===== config.mk =====
export PLATFORM = sky130hd
export DESIGN_NAME = psk_mapper_flat
export DESIGN_NICKNAME = d
export VERILOG_FILES = /design/src/rtl/psk_mapper_if.sv /design/src/rtl/psk_mapper.sv /design/src/flat_wrapper.sv
export SDC_FILE = /design/constraint.sdc
export NUM_CORES = 1
export LEC_CHECK = 0
export CAP_MARGIN = 20
export CORE_MARGIN = 2
export CORE_UTILIZATION = 43
export DETAILED_ROUTE_END_ITERATION = 6
export PLACE_DENSITY_LB_ADDON = 0.05
export SLEW_MARGIN = 20
export SYNTH_ARGS = -nofsm -noshare
export SYNTH_HDL_FRONTEND = slang
export SYNTH_SLANG_ARGS = --single-unit
export TNS_END_PERCENT = 100

===== constraint.sdc =====
create_clock -name clk -period 2.6 [get_ports clk]
set_clock_uncertainty 0.2 [all_clocks]
set_input_delay 0.39 -clock clk [delete_from_list [all_inputs] [get_ports clk]]
set_output_delay 0.39 -clock clk [all_outputs]
set_load 0.01 [all_outputs]

===== src/rtl/psk_mapper_if.sv =====
// Bit-in / I-Q-out stream bundle for the PSK mapper.
// master = bit source and sample sink, slave = mapper.
interface psk_mapper_if #(
  parameter int WIDTH = 16
);
  logic                    mode;
  logic                    bit_tdata;
  logic                    bit_tvalid;
  logic                    bit_tready;
  logic signed [WIDTH-1:0] I_tdata;
  logic signed [WIDTH-1:0] Q_tdata;
  logic                    tvalid;
  logic                    tready;

  modport master (
    output mode, bit_tdata, bit_tvalid, tready,
    input  bit_tready, I_tdata, Q_tdata, tvalid
  );

  modport slave (
    input  mode, bit_tdata, bit_tvalid, tready,
    output bit_tready, I_tdata, Q_tdata, tvalid
  );
endinterface


===== src/rtl/psk_mapper.sv =====
// Transmit PSK mapper: packs serial bits into BPSK/QPSK symbols and holds
// each mapped I/Q pair for SPS output samples. Negative axis <=> bit 1.
module psk_mapper #(
  parameter int WIDTH = 16,
  parameter int AMP   = 8192,
  parameter int SPS   = 4
) (
  input  logic        clk,
  input  logic        rst,
  psk_mapper_if.slave bus
);
  localparam int CW = (SPS > 1) ? $clog2(SPS) : 1;
  localparam logic [CW-1:0]           LAST = CW'(SPS - 1);
  localparam logic signed [WIDTH-1:0] POS  = WIDTH'(AMP);
  localparam logic signed [WIDTH-1:0] NEG  = -POS;

  // assembly stage
  logic [1:0]              r_nxt_bits;
  logic [1:0]              r_nxt_cnt;
  logic                    r_nxt_mode;
  // emit stage
  logic signed [WIDTH-1:0] r_cur_I;
  logic signed [WIDTH-1:0] r_cur_Q;
  logic                    r_cur_valid;
  logic [CW-1:0]           r_samp_cnt;

  logic                    w_nxt_full;
  logic                    w_bit_acc;
  logic                    w_samp_acc;
  logic                    w_last_acc;
  logic                    w_load;
  logic signed [WIDTH-1:0] w_map_I;
  logic signed [WIDTH-1:0] w_map_Q;

  // Symbol is complete once it holds as many bits as its latched mode needs.
  assign w_nxt_full = (r_nxt_cnt == 2'd1 && !r_nxt_mode) ||
                      (r_nxt_cnt == 2'd2 &&  r_nxt_mode);

  // Ready depends on registered state only, so no path from downstream tready.
  assign bus.bit_tready = !rst && !w_nxt_full;

  assign w_bit_acc  = bus.bit_tvalid && bus.bit_tready;
  assign w_samp_acc = r_cur_valid && bus.tready;
  assign w_last_acc = w_samp_acc && (r_samp_cnt == LAST);
  assign w_load     = w_nxt_full && (!r_cur_valid || w_last_acc);

  assign w_map_I = r_nxt_bits[1] ? NEG : POS;
  assign w_map_Q = !r_nxt_mode ? '0 : (r_nxt_bits[0] ? NEG : POS);

  assign bus.tvalid  = r_cur_valid;
  assign bus.I_tdata = r_cur_valid ? r_cur_I : '0;
  assign bus.Q_tdata = r_cur_valid ? r_cur_Q : '0;

  // Assembly: collect bits MSB first; mode is frozen at the first bit.
  always_ff @(posedge clk) begin
    if (rst) begin
      r_nxt_bits <= '0;
      r_nxt_cnt  <= '0;
      r_nxt_mode <= 1'b0;
    end else if (w_load) begin
      r_nxt_cnt <= '0;
    end else if (w_bit_acc) begin
      if (r_nxt_cnt == 2'd0) begin
        r_nxt_mode    <= bus.mode;
        r_nxt_bits[1] <= bus.bit_tdata;
      end else begin
        r_nxt_bits[0] <= bus.bit_tdata;
      end
      r_nxt_cnt <= r_nxt_cnt + 2'd1;
    end
  end

  // Emit: hold the symbol for SPS accepted samples, chain or underrun at end.
  always_ff @(posedge clk) begin
    if (rst) begin
      r_cur_I     <= '0;
      r_cur_Q     <= '0;
      r_cur_valid <= 1'b0;
      r_samp_cnt  <= '0;
    end else if (w_load) begin
      r_cur_I     <= w_map_I;
      r_cur_Q     <= w_map_Q;
      r_cur_valid <= 1'b1;
      r_samp_cnt  <= '0;
    end else if (w_samp_acc) begin
      if (r_samp_cnt != LAST) begin
        r_samp_cnt <= r_samp_cnt + 1'b1;
      end else begin
        r_cur_valid <= 1'b0;
        r_samp_cnt  <= '0;
      end
    end
  end
endmodule


===== src/flat_wrapper.sv =====
// flat-port wrapper written by rule: the top's interface ports become plain ports
module psk_mapper_flat 
#(
  parameter int WIDTH = 16,
  parameter int AMP   = 8192,
  parameter int SPS   = 4
)
  (clk, rst, bus_mode, bus_bit_tdata, bus_bit_tvalid, bus_tready, bus_bit_tready, bus_I_tdata, bus_Q_tdata, bus_tvalid);
  psk_mapper_if #(.WIDTH(WIDTH)) bus_i ();
  input  logic clk;
  input  logic rst;
  input wire logic [$bits(bus_i.mode)-1:0] bus_mode;
  input wire logic [$bits(bus_i.bit_tdata)-1:0] bus_bit_tdata;
  input wire logic [$bits(bus_i.bit_tvalid)-1:0] bus_bit_tvalid;
  input wire logic [$bits(bus_i.tready)-1:0] bus_tready;
  output wire logic [$bits(bus_i.bit_tready)-1:0] bus_bit_tready;
  output wire logic [$bits(bus_i.I_tdata)-1:0] bus_I_tdata;
  output wire logic [$bits(bus_i.Q_tdata)-1:0] bus_Q_tdata;
  output wire logic [$bits(bus_i.tvalid)-1:0] bus_tvalid;
  assign bus_i.mode = bus_mode;
  assign bus_i.bit_tdata = bus_bit_tdata;
  assign bus_i.bit_tvalid = bus_bit_tvalid;
  assign bus_i.tready = bus_tready;
  assign bus_bit_tready = bus_i.bit_tready;
  assign bus_I_tdata = bus_i.I_tdata;
  assign bus_Q_tdata = bus_i.Q_tdata;
  assign bus_tvalid = bus_i.tvalid;
  psk_mapper #(.WIDTH(WIDTH), .AMP(AMP), .SPS(SPS)) u_core (.clk(clk), .rst(rst), .bus(bus_i));
endmodule

* Word level (Yosys, flattened, before mapping)
Index checks and enable logic that the tools add are counted.
Operators by class: add/sub/neg operators 2, multiply operators 0, div/mod/pow operators 0, $lt $le $gt $ge 0, equal/unequal tests 5, shifts and indexed selects 0, multiplexer cells 9, bitwise operators 2, reduce and logical (&&, ||, !) cells 19
Operators with widths (number):
- $mux 16 | 5
- $logic_and 1x1->1 | 7
- $reduce_and 3->1 | 2
- $add 2x1->2 const B | 2
- $eq 2x2->1 const B | 2
- $logic_not 1->1 | 4
- $mux 1 | 3
- $eq 2x1->1 const B | 1
- $logic_not 2->1 | 1
- $logic_or 1x1->1 | 2
- $mux 2 | 1
- $ne 2x1->1 const B | 1
- $ne 2x2->1 const B | 1
- $not 1->1 | 2
- $reduce_and 2->1 | 1
- $reduce_bool 2->1 | 1
- $reduce_or 2->1 | 1
Word-level totals: bits in registers 40, bits in latches 0, RAM bits 0, bits in read-only memories 0, input bits 6, logic and storage cells 45, memories 0

* Depth between registers and ports, before layout
depth after elaboration 7, gate-level depth with buffers 5, mapped depth without buffers 5

* Worst setup path after synthesis
Ideal clock, no wire load.
path kind register to output, start register u_core.r_nxt_cnt[0], end output bus_bit_tready, data arrival time 1.111 ns, slack 0.899 ns, stages on the path, launching flop included 5, buffers on the path 0, cells stage by stage dfxtp_1 > inv_1 > ha_1 > mux2_4 > nor2_1
Between the ends: cells in the longest elaborated chain, start to end 5, elaborated cells between the ends (all ways) 7, those cells by class eq/ne: 2; reduce/logical: 5
Ends and longest elaborated chain:
- from (decl) | RTL line psk_mapper.sv:19 | logic [1:0] r_nxt_cnt;
- from (signal assigned) | RTL line psk_mapper.sv:69 | r_nxt_cnt <= r_nxt_cnt + 2'd1;
- $eq 2x1->1 or $eq 2x2->1 (tied branches) | RTL line psk_mapper.sv:36, psk_mapper.sv:37
- $logic_and 1x1->1, on equally long branches | RTL line psk_mapper.sv:36, psk_mapper.sv:37
- $logic_or 1x1->1 * | RTL line psk_mapper.sv:36 | assign w_nxt_full = (r_nxt_cnt == 2'd1 && !r_nxt_mode) ||
- $logic_not 1->1 * | RTL line psk_mapper.sv:40 | assign bus.bit_tready = !rst && !w_nxt_full;
- $logic_and 1x1->1 * | RTL line psk_mapper.sv:40
- to (decl) | RTL line flat_wrapper.sv:16 | output wire logic [$bits(bus_i.bit_tready)-1:0] bus_bit_tready;
Mark *: on every way between the ends. The rest lies on a longest branch, timed or not.

* Worst setup path in the final report
Same ends and word-level chain as after synthesis.

==> impl_metrics.yaml <==
run_status:
  status: "finished, final reports clean"
power:
  power_mw: 0.421
  p_int_mw: 0.292
  p_clk_share_pct: 27.3
  p_switching_mw: 0.129
  power_frac_seq_pct: 48.7
  switching_share_pct: 30.6
  p_leak_nw: 0.399
  combPwrFrac_pct: 24.0
  vdd_ir_drop_max_mv: 0.272
  power_density_mw_per_mm2: 461
global_route:
  antenna_found_initial: 0
  grt_max_degree: 14
  grt_pass1_vias: 509
  grt-ovfl-total: 0
  grt_use_total_pct: 14.7
  grt_pass1_wl_mm: 2.29
place:
  io_buffer_count: 13
  dp_cells: 134
  post-dp-hpwl_mm: 1.05
  dp_slack_ns: 0.379
  routabilityCongestion: 0.672
  placed_area_um2: 888
synth:
  syn_area_per_cell_um2: 8.50
  yosysWarnings: 0
  synth_cells: 97
  synth_area_um2: 825
  ys_seq_area_share_pct: 29.1
  ys_types: 25
  ys_ff_latch: 12
finish:
  n_antenna_cell: 0
  stdcell_count: 137
  multiInputGateArea_um2: 453
  regArea_um2: 240
  nets: 125
  syn_to_final_growth_pct: 10.8
  fin_area_um2: 913
  drive_gt1_share_pct: 7.14
  n_fill_cell: 170
floorplan:
  core_area_mm2: 0.00176
  die_x_um: 47.8
  dieArea_mm2: 0.00228
  die_h_um: 47.8
  ioPinCount: 40
  initial_core_util_pct: 46.7
  fp-row-count: 15
sta:
  finalMaxSlewViolations: 0
  finalSetupViolations: 0
  final_hold_viol_count: 0
  min_period_ns: 2.14
  setup_ws_ns: 0.461
  max_freq_mhz: 468
  rsz0062_at_grt: "no"
  tns_ns: 0
  fin_crit_sh_pct: 82.3
worst_setup_path:
  reg2reg_setup_slack_ns: 0.80
  startpoint_type: "flip-flop"
  crit_arrival_ns: 1.55
  r2r-start: "u_core.r_nxt_cnt[0]"
  criticalPathCategory: "flip-flop to primary output"
  critPathMaxStageDelay_ns: 0.36
  r2r_cells: 5
  cp-end-kind: "primary output"
  crit_start: "u_core.r_nxt_cnt[0]"
  worstPathCellList: "inv_1 > ha_1 > mux2_4 > nor2_1 > dlymetal6s2s_1"
  worstReg2RegEnd: "u_core.r_nxt_cnt[1]"
  crit_fanout: 9
  crit_slowest_cell: "dfxtp_1"
  required_ns: 2.01
detailed_routing:
  vias: 594
  ant_nets: 0
  vias_per_cell: 4.34
  drt_iter0_markers: 10
  routed_wirelength_mm: 1.33
  drc: 0
  first_pass_iters: 4
  wl_per_cell_um: 9.73
flow_run:
  maxCapViolations: 0
cts:
  cts_htree_levels: 1
  cts.path.max_buffers: 2
  cts_made_buffers: 3
  post_cts_buffers: 0
  clkTransAtPathRegs_ns: 0.08
  clock_sinks: 12
  clkLatencyLatePin_ns: 0.28
  cts_tree: "yes"
  root_buffer: "clkbuf_4"
hold_path:
  whs_path_depth: 2
  holdPathEnd: "u_core.r_cur_Q[14]"
  worstHoldStart: "u_core.r_cur_Q[14]"
  hp-class: "flip-flop to flip-flop"
## repair_timing
action	in CTS	in global routing
hold endpoints to repair	0	0
endpoints found under the setup margin	0	1
hold buffers	0	0
resized for setup	0	1
## flip-flops by register name, summed over array words and instances, names as in the netlist
| name | cells |
|---|---|
| u_core.r_cur_I | 2 |
| u_core.r_cur_Q | 2 |
| u_core.r_nxt_bits | 2 |
| u_core.r_nxt_cnt | 2 |
| u_core.r_samp_cnt | 2 |
| u_core.bus.tvalid | 1 |
| u_core.r_nxt_mode | 1 |
## synth_stat cells, drive strengths merged
| cell type | n | area [um^2] |
|---|---|---|
| a21bo | 1 | 10.0 |
| a21boi | 1 | 7.51 |
| a21oi | 6 | 30.0 |
| a31oi | 2 | 12.5 |
| and2 | 4 | 25.0 |
| buf | 28 | 210 |
| clkbuf | 1 | 3.75 |
| conb | 1 | 3.75 |
| dfxtp | 12 | 240 |
| ha | 5 | 62.6 |
| inv | 3 | 11.3 |
| mux2 | 1 | 15.0 |
| mux2i | 4 | 40.0 |
| nand2 | 2 | 7.51 |
| nand2b | 3 | 18.8 |
| nand3 | 6 | 30.0 |
| nand3b | 1 | 7.51 |
| nand4 | 1 | 6.26 |
| nor2 | 4 | 15.0 |
| nor2b | 1 | 6.26 |
| nor3 | 1 | 5.00 |
| nor3b | 2 | 15.0 |
| o21ai | 4 | 20.0 |
| o32ai | 1 | 8.76 |
| or3 | 2 | 12.5 |
## logic make-up after synthesis
kind of cell,count (synthesis),synth area share (%)
buf+inv,32,27.3
fa+ha+maj,5,7.59
other cells,1,0.455
mux,5,6.68
compound gates,15,10.8
simple gates,27,18.1
flops,12,29.1
## per-layer routing
metal | up-vias | part of all wire [%] | GRT usage [%]
li1 | 303 | - | -
met1 | 250 | 47 | 20.1
met2 | 38 | 41 | 21.1
met3 | 3 | 11 | 5.66
met4 | 0 | 0.83 | 4.86
met5 | - | 0 | 0
## how the worst max path moves through the flow
stage	cells after the start	to
final	5	bus_bit_tready
after global routing	5	bus_bit_tready
after CTS	5	bus_bit_tready
after detailed placement	5	bus_bit_tready
after global placement	5	bus_bit_tready
after floorplan	4	bus_bit_tready
## critical path: cells and delay by family (launching register included)
kind / cells / cell delay, ns
flip-flops: 1 / 0.36
multiplexers: 1 / 0.31
buffers and inverters: 2 / 0.26
adder cells (fa/ha/maj): 1 / 0.24
AND/OR/NAND/NOR: 1 / 0.09
## cells in the final DEF, fill, tap and decap left out, types with 4 or more instances in the layout
master | Yosys | layout
nor2_1 | 4 | 4
clkdlybuf4s50_1 | 0 | 12
a21oi_1 | 6 | 6
o21ai_0 | 4 | 4
and2_1 | 4 | 4
mux2i_1 | 4 | 4
conb_1 | 1 | 26
nand3_1 | 6 | 6
ha_1 | 5 | 5
dfxtp_1 | 12 | 12
## area by class of cell
class,count,area share (%)
clock buffers,3,2.47
well taps,25,3.42
multi-input cells,78,49.6
flip-flops and latches,12,26.3
repair buffers,16,17.0
inverters,3,1.23
## power by group through the flow
stage / clock network, mW / logic, mW / registers (mW)
2_1_floorplan: 0 / 0.0958 / 0.208
3_3_place_gp: 0 / 0.101 / 0.210
3_5_place_dp: 0 / 0.101 / 0.210
4_1_cts: 0.119 / 0.102 / 0.206
5_1_grt: 0.131 / 0.116 / 0.208
6_report: 0.115 / 0.101 / 0.205
## metrics by stage
| step | utilization, % | hold slack [ns] |
|---|---|---|
| CTS | 51.6 | 0.275 |
| floorplan | - | 0.229 |
| detailed placement | 50.4 | 0.258 |
| global route | 51.8 | 0.297 |
| global placement | 50.4 | 0.259 |
| finish | 51.8 | 0.271 |
No activity file was read; power rests on OpenSTA's default activity.
